### src/rtl/elevator_pkg.sv
// Shared constants, state encoding and floor helpers for the three-floor elevator controller.
package elevator_pkg;

    localparam logic [1:0] MOTOR_OFF  = 2'b00;
    localparam logic [1:0] MOTOR_UP   = 2'b10;
    localparam logic [1:0] MOTOR_DOWN = 2'b11;

    localparam logic [2:0] F1 = 3'b001;
    localparam logic [2:0] F2 = 3'b010;
    localparam logic [2:0] F3 = 3'b100;

    typedef enum logic [1:0] {
        IDLE = 2'd0,
        MOVE = 2'd1,
        DOOR = 2'd2
    } state_t;

    function automatic logic [2:0] floor_up(input logic [2:0] f);
        return (f == F3) ? F3 : (f << 1);
    endfunction

    function automatic logic [2:0] floor_down(input logic [2:0] f);
        return (f == F1) ? F1 : (f >> 1);
    endfunction

    // Masks of floors strictly above / below a one-hot position.
    function automatic logic [2:0] aboveMask(input logic [2:0] f);
        return ~(f | (f - 3'd1));
    endfunction

    function automatic logic [2:0] belowMask(input logic [2:0] f);
        return f - 3'd1;
    endfunction

endpackage

### src/rtl/elevator_tick_timer.sv
// Loadable down-counter: loads TICKS, counts down to zero and holds; expire flags the final tick.
module elevator_tick_timer
    import elevator_pkg::*;
#(
    parameter int TICKS = 3,
    parameter int W     = 2
) (
    input  logic         CLK,
    input  logic         RST,
    input  logic         load,
    output logic [W-1:0] value,
    output logic         expire
);

    always_ff @(posedge CLK) begin
        if (RST) begin
            value <= '0;
        end else if (load) begin
            value <= W'(TICKS);
        end else if (value != '0) begin
            value <= value - W'(1);
        end
    end

    assign expire = (value == W'(1));

endmodule

### src/rtl/elevator_dispatch.sv
// SCAN-order dispatcher for a three-floor car: call latch, direction choice, timed travel and door dwell.
module elevator_dispatch
    import elevator_pkg::*;
#(
    parameter int FLOOR_TICKS = 3,
    parameter int DOOR_TICKS  = 3
) (
    input  logic       CLK,
    input  logic       RST,
    input  logic [3:1] inDoorButtons,
    input  logic [3:1] outDoorButtons,
    output logic [1:0] motor,
    output logic       doorState,
    output logic [3:1] currentFloor,
    output logic [3:1] pending,
    output logic       dirUp
);

    localparam int MAXT = (FLOOR_TICKS > DOOR_TICKS) ? FLOOR_TICKS : DOOR_TICKS;
    localparam int CW   = $clog2(MAXT + 1);

    state_t        state, stateNext;
    logic          dirNext;
    logic [3:1]    floorNext, pendingNext, calls;
    logic          travelLoad, dwellLoad, travelExpire, dwellExpire;
    logic [CW-1:0] travelValue, dwellValue;
    logic          atCur, above, below, endUp, endDown, atEnd, shiftNow;
    logic          travelDone, dwellDone;

    elevator_tick_timer #(.TICKS(FLOOR_TICKS), .W(CW)) travelTimer (
        .CLK    (CLK),
        .RST    (RST),
        .load   (travelLoad),
        .value  (travelValue),
        .expire (travelExpire)
    );

    elevator_tick_timer #(.TICKS(DOOR_TICKS), .W(CW)) dwellTimer (
        .CLK    (CLK),
        .RST    (RST),
        .load   (dwellLoad),
        .value  (dwellValue),
        .expire (dwellExpire)
    );

    // A zero count while busy would otherwise stall the FSM, so treat it as done.
    assign travelDone = travelExpire || (travelValue == '0);
    assign dwellDone  = dwellExpire || (dwellValue == '0);

    always_comb begin
        calls      = pending | inDoorButtons | outDoorButtons;
        atCur      = |(pending & currentFloor);
        above      = |(pending & aboveMask(currentFloor));
        below      = |(pending & belowMask(currentFloor));
        endUp      = (currentFloor == F3);
        endDown    = (currentFloor == F1);
        stateNext  = state;
        dirNext    = dirUp;
        floorNext  = currentFloor;
        travelLoad = 1'b0;
        dwellLoad  = 1'b0;
        shiftNow   = 1'b0;

        unique case (state)
            IDLE: begin
                if (atCur) begin
                    stateNext = DOOR;
                    dwellLoad = 1'b1;
                end else if (above && (dirUp || !below)) begin
                    stateNext  = MOVE;
                    dirNext    = 1'b1;
                    travelLoad = 1'b1;
                end else if (below) begin
                    stateNext  = MOVE;
                    dirNext    = 1'b0;
                    travelLoad = 1'b1;
                end
            end
            MOVE: begin
                if (travelDone) begin
                    if (atCur) begin
                        stateNext = DOOR;
                        dwellLoad = 1'b1;
                    end else if (dirUp ? endUp : endDown) begin
                        stateNext = IDLE;
                    end else begin
                        travelLoad = 1'b1;
                    end
                end
            end
            DOOR: begin
                if (|((inDoorButtons | outDoorButtons) & currentFloor)) begin
                    dwellLoad = 1'b1;
                end else if (dwellDone) begin
                    stateNext = IDLE;
                end
            end
            default: stateNext = IDLE;
        endcase

        // The floor display advances on the last motor cycle of each hop, so the
        // arrival decision one cycle later sees the new floor.
        atEnd = dirNext ? endUp : endDown;
        if (stateNext == MOVE) begin
            shiftNow = (travelLoad && (FLOOR_TICKS == 1)) ||
                       ((state == MOVE) && (FLOOR_TICKS >= 2) && (travelValue == CW'(2)));
        end
        if (shiftNow) begin
            if (atEnd) begin
                stateNext  = IDLE;
                travelLoad = 1'b0;
            end else begin
                floorNext = dirNext ? floor_up(currentFloor) : floor_down(currentFloor);
            end
        end

        pendingNext = calls & ~((stateNext == DOOR) ? currentFloor : 3'b000);
    end

    always_ff @(posedge CLK) begin
        if (RST) begin
            state        <= IDLE;
            motor        <= MOTOR_OFF;
            doorState    <= 1'b0;
            currentFloor <= F1;
            pending      <= '0;
            dirUp        <= 1'b1;
        end else begin
            state        <= stateNext;
            motor        <= (stateNext == MOVE) ? (dirNext ? MOTOR_UP : MOTOR_DOWN) : MOTOR_OFF;
            doorState    <= (stateNext == DOOR);
            currentFloor <= floorNext;
            pending      <= pendingNext;
            dirUp        <= dirNext;
        end
    end

endmodule

### config.mk
export PLATFORM = sky130hd
export DESIGN_NAME = elevator_dispatch
export DESIGN_NICKNAME = d
export VERILOG_FILES = /design/src/rtl/elevator_pkg.sv /design/src/rtl/elevator_tick_timer.sv /design/src/rtl/elevator_dispatch.sv
export SDC_FILE = /design/constraint.sdc
export NUM_CORES = 1
export LEC_CHECK = 0
export ABC_AREA = 0
export BUFFER_PORTS_ARGS = -buffer_cell sky130_fd_sc_hd__buf_4
export CAP_MARGIN = 20
export CORE_ASPECT_RATIO = 0.9
export CORE_UTILIZATION = 40
export CTS_CLUSTER_SIZE = 8
export DETAILED_ROUTE_END_ITERATION = 8
export MAX_ROUTING_LAYER = met4
export PLACE_DENSITY_LB_ADDON = 0.12
export SETUP_SLACK_MARGIN = 0.3
export SYNTH_ARGS = -nofsm -noshare
export SYNTH_HDL_FRONTEND = slang
export SYNTH_SLANG_ARGS = --single-unit
export TNS_END_PERCENT = 20
### constraint.sdc
create_clock -name CLK -period 2.96 [get_ports CLK]
set_input_delay 0.592 -clock CLK [delete_from_list [all_inputs] [get_ports CLK]]
set_output_delay 0.592 -clock CLK [all_outputs]
set_load 0.01 [all_outputs]
==> results.md <==
* Layout area overhead at 20.8%
* Clock tree buffer depth at 2
* Share of cells above drive strength 1 at 28.2%
* Simple-gate portion of the synthesized area at 17.7%
* Hold Buf Count CTS at 0
* R2r startpoint: currentFloor[1]$_SDFFE_PP1P_
* Main synth FF type: dfxtp_1
* CTS sink count at 16
* Syn. warnings at 0
* Post-Layout Inst Area at 1180 um2
* Status: complete, no violations
* Synth cell types at 35
* Non-Filler Instances at 158
* Min-delay worst type: register to register
* H-tree level count at 1
* Reg-to-reg endpoint: currentFloor[1]$_SDFFE_PP1P_
* Max incr delay on CP at 0.42 ns
* Final Hold Viols at 0
* Mapped Avg Cell Area at 8.85 um2
* Largest area contributor in the netlist: dfxtp_1
* CP Capture Point: currentFloor[1]$_SDFFE_PP1P_
* Detail Placement HPWL at 1610 um
* Worst-skew pair later-pin latency at 0.29 ns
* Routed len/inst at 13.7 um
* Asr flop ratio synth at 0%
* DIE HEIGHT at 48.8 um
* Largest net degree at the start of global routing at 11
* Peak supply drop at 0.441 mV
* Post-Place Cells at 154
* CTS tree: built
* Unrepaired setup endpoints after global routing: false
* Critical path class: register to register
* Antenna Nets Post-Route at 0
* IO Pins at 18
* Max-cap violation count at 0
* Residual DRC count at 0
* Diode count at 0
* PwrDens at 804 nW/um2
* Worst rel slew slack at 51.2%
* Rows at 16
* Total Wirelength at 2160 um
* Root Buffer: clkbuf_4
* Post-synth top area share at 32.9%
* F_max at 0.414 GHz
* Syn Inst Count at 110
* Total Power at 946 uW
* Crit path max fanout at 9
* Mux share of post-synthesis cell area at 3.34%
* Endpoints failing setup at 0
* Die span in x at 54 um
* Post-synthesis sequential area ratio at 32.9%
* Cell area after synthesis at 973 um2
* Crit-path cells: inv_1, ha_1, inv_1, ha_1, and2_2, o311a_1, o21a_2, o31ai_2, or4_1, o211ai_2
* Crit path launch: currentFloor[1]$_SDFFE_PP1P_
* Starting density of the core at 43.4%
* R2r setup slk at 0.55 ns
* Yosys reg bits at 16
* Critical Path End Type: register
* Port bufs at 17
* Total CTS buffers at 3
* Top cells by area in the synthesized netlist: dfxtp_1, ha_1, inv_1
* CP Data Required Time at 3.13 ns
* Commonest non-fill, non-tap cell in the layout: buf_4
* DR vias at 884
* Syn Nets at 128
* Vias in the first global route at 760
* Post-synthesis compound-gate area fraction at 24.8%
* Total Routing Usage GR at 18.4%
* Xor/xnor share of the synthesized area at 1.80%
* Global-route wire length before repair at 3510 um
* Most frequent cells in the layout: buf_4, dfxtp_1, inv_1
* Clock slew at reported path FFs at 0.09 ns
* Post-layout min period at 2.41 ns
* Pre-Repair DR Iteration Count at 4
* Setup TNS Final at 0 ns
* P_leak at 0.526 nW
* Final Cycle Share at 81.5%
* Core area at 2240 um2
* Post-synth EDFFs at 0
* Final Skew at 0.00232 ns
* Die area at 2640 um2
* Grt total ovfl at 0
* Largest family of logic cells by synthesized area: compound AO/OA/AOI/OAI gates
* Adder-Cell Fraction of Synth Area at 12.9%
* Vias per cell at 5.59
* CP Launch Type: register
* Initial antenna violation count at 0
* FF-to-FF path depth at 10
* Slew Limit Fails at 0
* Least-Margin Pin Slew at 0.722 ns
* GPL Wtd Cong at 0.973
* Arr. time, crit path at 2.59 ns
* Initial DRC Count at 18
* Dpl cell area at 1130 um2
* Worst path slowest cell: dfxtp_2
* Final net count at 150
* Setup Buffers After CTS at 0
layout make-up:
type                            instances  area, um2
Sequential cell                        16        323
Clock buffer                            4       36.3
Inverter                               11       41.3
Tap cell                               27       33.8
Multi-Input combinational cell         81        599
Timing Repair Buffer                   19        143
Fill cell                             229       1070
sequential cells by signal, indices dropped and copies added (netlist names):
name,flops
currentFloor,3
pending,3
dwellTimer.value,2
motor,2
state,2
travelTimer.value,2
dirUp,1
doorState,1
timing repair:
item                                   4_1_cts  5_1_grt
setup endpoints to repair                    0        5
resized for setup                            0        5
endpoints found under the hold margin        0        0
synth_stat cells (2+ instances only):
library cell,instances
o21ai_0,7
a31oi_1,4
mux2_2,2
and2_1,2
a21oi_1,7
nor3_1,5
inv_1,11
nor2_1,5
a41oi_1,2
nand3_1,2
and2b_1,2
ha_1,10
nor2b_1,2
and2b_2,2
dfxtp_1,16
buf_6,2
nand2_1,7
xor2_1,2
a211oi_1,3
o41ai_1,2
metrics by stage:
step	hold WS, ns	utilization (%)	worst slack [ns]
after floorplan	0.535	-	0.499
after global placement	0.544	50.3	0.418
after detailed placement	0.547	50.3	0.386
after CTS	0.539	51.9	0.348
after global routing	0.534	52.5	0.365
final	0.511	52.5	0.546
worst min-delay path by stage:
stage | slack (ns) | depth (start not counted) | from | end
floorplan | 0.54 | 2 | currentFloor[2]$_SDFFE_PP0P_ | currentFloor[2]$_SDFFE_PP0P_
detailed placement | 0.55 | 2 | currentFloor[2]$_SDFFE_PP0P_ | currentFloor[2]$_SDFFE_PP0P_
global placement | 0.54 | 2 | currentFloor[2]$_SDFFE_PP0P_ | currentFloor[2]$_SDFFE_PP0P_
finish | 0.51 | 2 | currentFloor[2]$_SDFFE_PP0P_ | currentFloor[2]$_SDFFE_PP0P_
global route | 0.53 | 2 | RST | travelTimer.value[1]$_SDFFE_PP0P_
CTS | 0.54 | 2 | RST | travelTimer.value[1]$_SDFFE_PP0P_
worst max-delay path: cells and delay by family (launching register included):
family                   cells  cell delay, ns
AO/OA/AOI/OAI                4            0.94
adder cells (fa/ha/maj)      2            0.41
buffers and inverters        2            0.15
flip-flops                   1            0.42
AND/OR/NAND/NOR              2            0.37
layer usage:
layer | wire length [um] | vias to the layer above | track usage (%)
met4 | 9 | 0 | 2.56
li1 | - | 445 | -
met1 | 1120 | 413 | 27.2
met5 | 0 | - | -
met3 | 95 | 2 | 6.54
met2 | 940 | 24 | 24.5
power by group:
group | total [mW] | internal (mW) | switching, mW
logic | 0.461 | 0.218 | 0.243
clock network | 0.146 | 0.0749 | 0.0713
registers | 0.339 | 0.282 | 0.0568
total | 0.946 | 0.575 | 0.371
cells by family after synthesis:
family                     after synthesis
AOI/OAI and AO/OA                       35
and+or+nand+nor                         31
DFF                                     16
buffers and inverters                   13
adders and majority gates               10
muxes                                    3
xor gates and xnor gates                 2
(Power assumes the default switching activity.)
